==> src/rtl/sample_ctrl_pkg.sv <==
// Shared definitions for the sample controller: FSM state encoding,
// command line indices and decimation counter width.
package sample_ctrl_pkg;

    // Controller operating state
    typedef enum logic [1:0] {
        ST_IDLE   = 2'd0,
        ST_SAMPLE = 2'd1,
        ST_CLEAN  = 2'd2
    } state_t;

    // Bit positions of the command lines inside the packed command vector
    localparam int NUM_CMDS      = 4;
    localparam int CMD_RESET     = 0;
    localparam int CMD_SAMPLE    = 1;
    localparam int CMD_SET_DECIM = 2;
    localparam int CMD_CLEAN_MEM = 3;

    // Decimation setting / counter width
    localparam int DECIM_WIDTH = 4;

    // True when the controller owns the memory port
    function automatic logic state_is_busy(input state_t s);
        return (s != ST_IDLE);
    endfunction

endpackage

==> src/rtl/sample_controller_cmd_edge.sv <==
// Rising-edge detector for the decoder's command levels. The decoder holds
// each command for several cycles; downstream logic must act on it once.
module cmd_edge_detect
    import sample_ctrl_pkg::*;
(
    input  logic                i_clock,
    input  logic                i_reset,
    input  logic [NUM_CMDS-1:0] i_cmd,
    output logic [NUM_CMDS-1:0] o_rise
);

    logic [NUM_CMDS-1:0] cmd_prev;

    // Remember last cycle's command levels
    always_ff @(posedge i_clock) begin
        if (i_reset) begin
            cmd_prev <= '0;
        end else begin
            cmd_prev <= i_cmd;
        end
    end

    assign o_rise = i_cmd & ~cmd_prev;

endmodule

==> src/rtl/sample_controller.sv <==
// Sample controller: turns decoder command strobes into sample-memory writes.
// Captures decimated ADC samples or zero-fills the memory, and reports
// busy / done / rejected status.
// Build option SAMPLE_CTRL_WRAP_EN: capture wraps around the memory forever
// (o_done on every wrap) instead of stopping after the last address.
module sample_controller
    import sample_ctrl_pkg::*;
#(
    parameter int DATA_SIZE    = 8,
    parameter int SAMPLE_WIDTH = 14,
    parameter int ADDR_WIDTH   = 10
) (
    input  logic                    i_clock,
    input  logic                    i_reset,
    input  logic                    i_cmd_reset,
    input  logic                    i_cmd_sample,
    input  logic                    i_cmd_set_decim,
    input  logic                    i_cmd_clean_mem,
    input  logic [DATA_SIZE-1:0]    i_cmd_param,
    input  logic                    i_sample_valid,
    input  logic [SAMPLE_WIDTH-1:0] i_sample,
    output logic                    o_mem_we,
    output logic [ADDR_WIDTH-1:0]   o_mem_addr,
    output logic [SAMPLE_WIDTH-1:0] o_mem_data,
    output logic                    o_busy,
    output logic                    o_done,
    output logic                    o_rejected,
    output logic [DECIM_WIDTH-1:0]  o_decim
);

    localparam logic [ADDR_WIDTH-1:0]  ADDR_LAST = '1;
    localparam logic [ADDR_WIDTH-1:0]  ADDR_ONE  = ADDR_WIDTH'(1);
    localparam logic [DECIM_WIDTH-1:0] DECIM_ONE = DECIM_WIDTH'(1);

    logic [NUM_CMDS-1:0] cmd_level;
    logic [NUM_CMDS-1:0] cmd_rise;
    logic                cmd_rejectable;
    logic                sample_stop;
    logic                unused_param_bits;

    state_t                  state_q,  state_n;
    logic [ADDR_WIDTH-1:0]   addr_q,   addr_n;
    logic [SAMPLE_WIDTH-1:0] data_q,   data_n;
    logic                    we_q,     we_n;
    logic                    done_q,   done_n;
    logic                    rej_q,    rej_n;
    logic [DECIM_WIDTH-1:0]  decim_q,  decim_n;
    logic [DECIM_WIDTH-1:0]  cnt_q,    cnt_n;

    assign cmd_level[CMD_RESET]     = i_cmd_reset;
    assign cmd_level[CMD_SAMPLE]    = i_cmd_sample;
    assign cmd_level[CMD_SET_DECIM] = i_cmd_set_decim;
    assign cmd_level[CMD_CLEAN_MEM] = i_cmd_clean_mem;

    // Only the low nibble of the parameter carries the decimation value
    assign unused_param_bits = ^i_cmd_param[DATA_SIZE-1:DECIM_WIDTH];

    cmd_edge_detect u_cmd_edge (
        .i_clock (i_clock),
        .i_reset (i_reset),
        .i_cmd   (cmd_level),
        .o_rise  (cmd_rise)
    );

    // Commands that arrive while an operation is running are dropped
    assign cmd_rejectable = cmd_rise[CMD_SAMPLE] | cmd_rise[CMD_SET_DECIM] |
                            cmd_rise[CMD_CLEAN_MEM];

`ifdef SAMPLE_CTRL_WRAP_EN
    // Circular capture: never leave SAMPLE on our own
    assign sample_stop = 1'b0;
`else
    // One-shot capture: the cycle after the final write returns to IDLE
    assign sample_stop = done_q;
`endif

    // Next-state, counters and registered memory-port values
    always_comb begin
        state_n = state_q;
        // The write address advances once the current write has been presented
        addr_n  = we_q ? (addr_q + ADDR_ONE) : addr_q;
        data_n  = data_q;
        we_n    = 1'b0;
        done_n  = 1'b0;
        rej_n   = 1'b0;
        decim_n = decim_q;
        cnt_n   = cnt_q;

        if (cmd_rise[CMD_RESET]) begin
            state_n = ST_IDLE;
            decim_n = '0;
            addr_n  = '0;
            cnt_n   = '0;
        end else begin
            case (state_q)
                ST_IDLE: begin
                    if (cmd_rise[CMD_CLEAN_MEM]) begin
                        state_n = ST_CLEAN;
                        addr_n  = '0;
                    end else if (cmd_rise[CMD_SAMPLE]) begin
                        state_n = ST_SAMPLE;
                        addr_n  = '0;
                        cnt_n   = '0;
                    end else if (cmd_rise[CMD_SET_DECIM]) begin
                        decim_n = i_cmd_param[DECIM_WIDTH-1:0];
                    end
                end

                ST_SAMPLE: begin
                    rej_n = cmd_rejectable;
                    if (sample_stop) begin
                        state_n = ST_IDLE;
                    end else if (i_sample_valid) begin
                        if (cnt_q == '0) begin
                            we_n   = 1'b1;
                            data_n = i_sample;
                            cnt_n  = decim_q;
                            done_n = (addr_n == ADDR_LAST);
                        end else begin
                            cnt_n = cnt_q - DECIM_ONE;
                        end
                    end
                end

                ST_CLEAN: begin
                    rej_n = cmd_rejectable;
                    if (done_q) begin
                        state_n = ST_IDLE;
                    end else begin
                        we_n   = 1'b1;
                        data_n = '0;
                        done_n = (addr_n == ADDR_LAST);
                    end
                end

                default: begin
                    state_n = ST_IDLE;
                end
            endcase
        end
    end

    // State and output registers
    always_ff @(posedge i_clock) begin
        if (i_reset) begin
            state_q <= ST_IDLE;
            addr_q  <= '0;
            data_q  <= '0;
            we_q    <= 1'b0;
            done_q  <= 1'b0;
            rej_q   <= 1'b0;
            decim_q <= '0;
            cnt_q   <= '0;
        end else begin
            state_q <= state_n;
            addr_q  <= addr_n;
            data_q  <= data_n;
            we_q    <= we_n;
            done_q  <= done_n;
            rej_q   <= rej_n;
            decim_q <= decim_n;
            cnt_q   <= cnt_n;
        end
    end

    assign o_mem_we   = we_q;
    assign o_mem_addr = addr_q;
    assign o_mem_data = data_q;
    assign o_busy     = state_is_busy(state_q);
    assign o_done     = done_q;
    assign o_rejected = rej_q;
    assign o_decim    = decim_q;

endmodule
==> config.mk <==
export PLATFORM = sky130hd
export DESIGN_NAME = sample_controller
export DESIGN_NICKNAME = d
export VERILOG_FILES = /design/src/rtl/sample_ctrl_pkg.sv /design/src/rtl/sample_controller_cmd_edge.sv /design/src/rtl/sample_controller.sv
export SDC_FILE = /design/constraint.sdc
export NUM_CORES = 1
export LEC_CHECK = 0
export CAP_MARGIN = 25
export CORE_MARGIN = 3
export CORE_UTILIZATION = 50
export CTS_CLUSTER_DIAMETER = 120
export DETAILED_ROUTE_END_ITERATION = 6
export GPL_TIMING_DRIVEN = 0
export PLACE_DENSITY = 0.81
export RECOVER_POWER = 100
export SLEW_MARGIN = 15
export SYNTH_ARGS = -nofsm -noshare
export SYNTH_HDL_FRONTEND = slang
export SYNTH_SLANG_ARGS = --single-unit
==> constraint.sdc <==
create_clock -name i_clock -period 3 [get_ports i_clock]
set_input_delay 0.6 -clock i_clock [delete_from_list [all_inputs] [get_ports i_clock]]
set_output_delay 0.6 -clock i_clock [all_outputs]
set_load 0.02 [all_outputs]
# Word level (Yosys, flattened, before mapping)
# Index checks and enable logic that the tools add are counted.
# totals
word_cells	71
inputBits	29
reg_bits	41
# op_classes
eq_ne	11
n_mux	29
n_addsub	2
bitwise_logic	8
n_reduce_logical	12
# ops
op	count
$mux 14	4
$mux 10	4
$pmux 14 s2	1
$mux 4	5
$ne 2x2->1 const B	6
$add 10x1->10 const B	1
$eq 10x10->1 const B	1
$mux 1	8
$pmux 4 s2	1
$mux 2	3
$reduce_and 6->1	1
$reduce_bool 2->1	3
$reduce_and 5->1	1
$and 4x4->4	1
$logic_not 4->1	1
$not 1->1	4
$not 4->4	1
$pmux 1 s2	2
$pmux 2 s2	1
$reduce_and 4->1	1
$reduce_or 2->1	2
$sub 4x1->4 const B	1
$ne 3x3->1 const B	1
$reduce_or 3->1	1
6 further kinds	7

# Logic depth before layout (Yosys ltp)
# logic_depth
depth_word	7
mapped_depth	7
mapped_depth_nobuf	6

# By module
# From an unflattened synthesis, not the netlist that was laid out.
# hier_totals
cells_unflattened	223
area_unflattened_um2	1971.9
# modules_own_cells
module	seq_area_each_um2	n_inst	cells_each	area_each_um2
sample_controller	740.7	1	211	1831.8
cmd_edge_detect	80.1	1	12	140.1

# Worst setup path before layout
# OpenSTA, ideal clock, no wires.
# synth_timing
path_kind	register to register
start	register state_q[0]
end	register cnt_q[3]
path_buffers	0
required_ns	2.914
slack_ns	1.244
setup_ns	0.086
stages_incl_launch_ff	7
synth_period_minus_slack_ns	1.756
arrival_time_ns	1.670
path_cell_list	dfxtp_1 inv_1 ha_1 inv_1 a21oi_2 or4_4 a221oi_2
# synth_between
elab_chain_len	3
word_cells_on_any_way	9
classes_between	5 x eq/ne; 1 x mux; 3 x reduce/logical
# synth_lines
element	line	text
start, declared	sample_controller.sv:41	state_t state_q, state_n;
start signal, assigned	sample_controller.sv:155	state_q <= state_n;
$eq 2x1->1 or $logic_not 2->1 (tied branches)	sample_controller.sv:95	case (state_q)
$ne 2x2->1 (no line) or $reduce_bool 2->1 (tied branches)	n/a	
$reduce_and 5->1 (no line)	n/a	
end signal, assigned	sample_controller.sv:162	cnt_q <= cnt_n;
end, declared	sample_controller.sv:48	logic [DECIM_WIDTH-1:0] cnt_q, cnt_n;
# Several ways; a longest one is shown, not always the timed one.
# A chain may end at the register's enable or synchronous reset.

# Final worst setup path
# layout_timing
start	register state_q[0]
end	output o_busy
# layout_between
elab_chain_len	1
# layout_lines
element	line	text
$reduce_bool 2->1	sample_ctrl_pkg.sv:24	return (s != ST_IDLE);
end, declared	sample_controller.sv:25	output logic o_busy,
# No other way between the ends.

==> flow_metrics.env <==
export IMPL_syn_nets=234
export IMPL_grt_use_total_pct=19.7
export IMPL_htreeDepth=2
export IMPL_fin_crit_ns=2.55
export IMPL_grt_pass1_wl_um=7050
export IMPL_cts_resized=0
export IMPL_ant_nets=0
export IMPL_post_route_period_util_pct=84.9
export IMPL_die_area_mm2=0.00476
export IMPL_overflow=0
export IMPL_run_status="completed"
export IMPL_row_count=22
export IMPL_required_ns=2.40
export IMPL_vias=1748
export IMPL_drive_above_1_share_pct=8.75
export IMPL_yosys_warnings=0
export IMPL_async_flop_share_pct=0
export IMPL_synth_xor_area_share_pct=4.42
export IMPL_hold_class="reg -> reg"
export IMPL_synth_cell_types=57
export IMPL_power_density_mw_per_mm2=444
export IMPL_hold_viol_final=0
export IMPL_worst_pin_slew_ns=0.486
export IMPL_cts_tree="done"
export IMPL_drv_slew=0
export IMPL_synth_compound_area_share_pct=20.6
export IMPL_antenna_found_initial=0
export IMPL_cp_start_kind="flip-flop"
export IMPL_timing_hold_ws_ns=0.493
export IMPL_p_leak_nw=1.09
export IMPL_synth_largest_area_cell="dfxtp_1"
export IMPL_routed_wl_um=4370
export IMPL_drc=0
export IMPL_cts_hold_buf=0
export IMPL_grt_max_degree=13
export IMPL_postCtsSetupRepairBufs=0
export IMPL_synth_flop_cell="dfxtp_1"
export IMPL_clk_root_buffer_cell="clkbuf_8"
export IMPL_critPathKind="reg -> out"
export IMPL_cts_path_max_buffers=2
export IMPL_core_area_mm2=0.00374
export IMPL_final_util_pct=72.4
export IMPL_synth_top_family_by_area="simple AND/OR/NAND/NOR gates"
export IMPL_synth_top_area_share_pct=41.4
export IMPL_chipHeight_um=69.0
export IMPL_worstPathArrival_ns=1.95
export IMPL_fin_nets=297
export IMPL_cap_violations=0
export IMPL_path_max_fanout=5
export IMPL_drt_wirelength_per_cell_um=14.0
export IMPL_synth_mux_area_fraction_pct=3.79
export IMPL_seq_area_frac_synth_pct=41.4
export IMPL_fmax_mhz=393
export IMPL_finalWorstSetupSlack_ns=0.454
export IMPL_fin_setup_tns_ns=0
export IMPL_synth_avg_cell_area_um2=9.96
export IMPL_ys_ff_latch=41
export IMPL_synthCells=199
export IMPL_n_antenna_cell=0
export IMPL_io_buffers=56
export IMPL_hpwl_um=3200
export IMPL_worst_clock_skew_ns=0.00379
export IMPL_grt_setup_unrepaired="no"
export IMPL_vias_per_cell=5.62
export IMPL_synth_fa_ha_area_share_pct=3.79
export IMPL_slew_headroom_pct=67.6
export IMPL_synth_simple_area_share_pct=21.3
export IMPL_worstSetupEndpointType="output port"
export IMPL_cts_buffers=5
export IMPL_synth_edff_count=0
export IMPL_first_pass_iters=4
export IMPL_netlist_top_cells_area="dfxtp_1 41%, a32o_1 7.1%, ha_1 3.8%"
export IMPL_synthesis_area_mm2=0.00198
export IMPL_ir_drop_mv=0.309
export IMPL_setup_violations=0
export IMPL_pre_cts_slack_ns=0.746
export IMPL_gp_congestion=0.839
export IMPL_dr_first_iter_drc_count=59
export IMPL_clock_sinks=41
export IMPL_grt_pass1_vias=1558
export IMPL_path_clk_slew_ns=0.07
export IMPL_die_x_um=69.0
export IMPL_worstSkewPairLatency_ns=0.29
export IMPL_layout_area_overhead_vs_synth_pct=36.7
export IMPL_initial_utilization_pct=52.9
export IMPL_pin_count=61
[worst max-delay path: stages, from the launching register on]
cell and delay (ns):
dfxtp_1 0.37, inv_1 0.08, ha_1 0.27, inv_1 0.22, dlygate4sd3_1 0.71
[kinds of logic (layout without fill, tap and decap cells)]
| family | Yosys count | in the layout |
|---|---|---|
| simple gates | 66 | 66 |
| compound gates | 50 | 50 |
| flops | 41 | 41 |
| buf+inv | 19 | 83 |
| xor+xnor | 10 | 10 |
| mux | 7 | 7 |
| fa+ha+maj | 6 | 6 |
[path summary, 6_finish.rpt]
check / startpoint / endpoint / slack [ns] / cells after the start
hold / removal: o_mem_data[2]$_SDFFE_PP0P_ / o_mem_data[2]$_SDFFE_PP0P_ / 0.49 / 1
setup / recovery: state_q[0]$_SDFFE_PP0P_ / o_busy / 0.45 / 4
hold reg to reg: o_mem_data[2]$_SDFFE_PP0P_ / o_mem_data[2]$_SDFFE_PP0P_ / 0.49 / 1
setup reg to reg: cnt_q[0]$_SDFFE_PP0P_ / o_mem_data[3]$_SDFFE_PP0P_ / 1.05 / 7
[cell usage in the layout (no fill, tap or decap), types with 2 or more instances in the layout]
| cell | count |
|---|---|
| dfxtp_1 | 41 |
| dlygate4sd3_1 | 35 |
| clkdlybuf4s50_1 | 21 |
| nor2_1 | 20 |
| a32o_1 | 14 |
| inv_1 | 10 |
| a21oi_1 | 7 |
| o21ai_0 | 7 |
| nand2_1 | 7 |
| nor2b_1 | 6 |
| nand4_1 | 6 |
| ha_1 | 6 |
| clkbuf_8 | 6 |
| nand2b_1 | 5 |
| xor2_1 | 5 |
| xnor2_1 | 5 |
| mux2i_1 | 5 |
| clkbuf_1 | 4 |
| buf_2 | 3 |
| buf_4 | 2 |
| and3_1 | 2 |
| nand3_1 | 2 |
| a31oi_1 | 2 |
| nor3_1 | 2 |
| nor3b_1 | 2 |
| o31a_1 | 2 |
| nand4b_1 | 2 |
| a32oi_1 | 2 |
[metrics by stage]
| stage | instances | power [mW] | instance area [um2] |
|---|---|---|---|
| finish | 311 | 1.20 | 2710 |
| global route | 311 | 1.25 | 2710 |
| CTS | 311 | 1.23 | 2720 |
| detailed placement | 303 | 0.771 | 2600 |
| global placement | 303 | 0.768 | 2600 |
| floorplan | 199 | 0.692 | 1980 |
[cells in the mapped netlist, types with 2 or more instances]
library cell  count
a21oi_1           7
a31oi_1           2
a32o_1           14
a32oi_1           2
and3_1            2
buf_2             4
buf_4             2
clkbuf_1          2
dfxtp_1          41
ha_1              6
inv_1            10
mux2i_1           5
nand2_1           7
nand2b_1          5
nand3_1           2
nand4_1           6
nand4b_1          2
nor2_1           20
nor2b_1           5
nor3_1            2
nor3b_1           2
o21ai_0           7
o31a_1            2
xnor2_1           5
xor2_1            5
[registers in the layout, summed over array words and instances (netlist names), 2 cells and up]
name and count:
o_mem_data 14, state_q 2, cnt_q 4, o_decim 4, o_mem_addr 10, u_cmd_edge.cmd_prev 4
[layer usage]
layer	part of all wire, %	vias up	global-route usage [%]	wire length (um)
li1	-	870	-	-
met1	46	806	26.1	2020
met2	43	67	30.2	1900
met3	8.9	5	6.48	390
met4	1.2	0	6.08	53
met5	0	-	0	0
[where the power goes]
part | internal [mW] | total (mW) | switching [mW]
clock network | 0.271 | 0.451 | 0.180
logic | 0.0875 | 0.179 | 0.0916
registers | 0.562 | 0.572 | 0.0104
total | 0.921 | 1.20 | 0.282
[layout make-up]
| type | count | area, um2 |
|---|---|---|
| multi-input combinational | 139 | 1060 |
| fill | 308 | 1030 |
| sequential | 41 | 821 |
| timing repair buffer | 56 | 561 |
| clock buffer | 7 | 86.3 |
| tap | 48 | 60.1 |
| buffer | 9 | 52.6 |
| inverter | 10 | 37.5 |
| clock inverter | 1 | 30.0 |
Note: power is estimated with default switching activity, not from simulation.
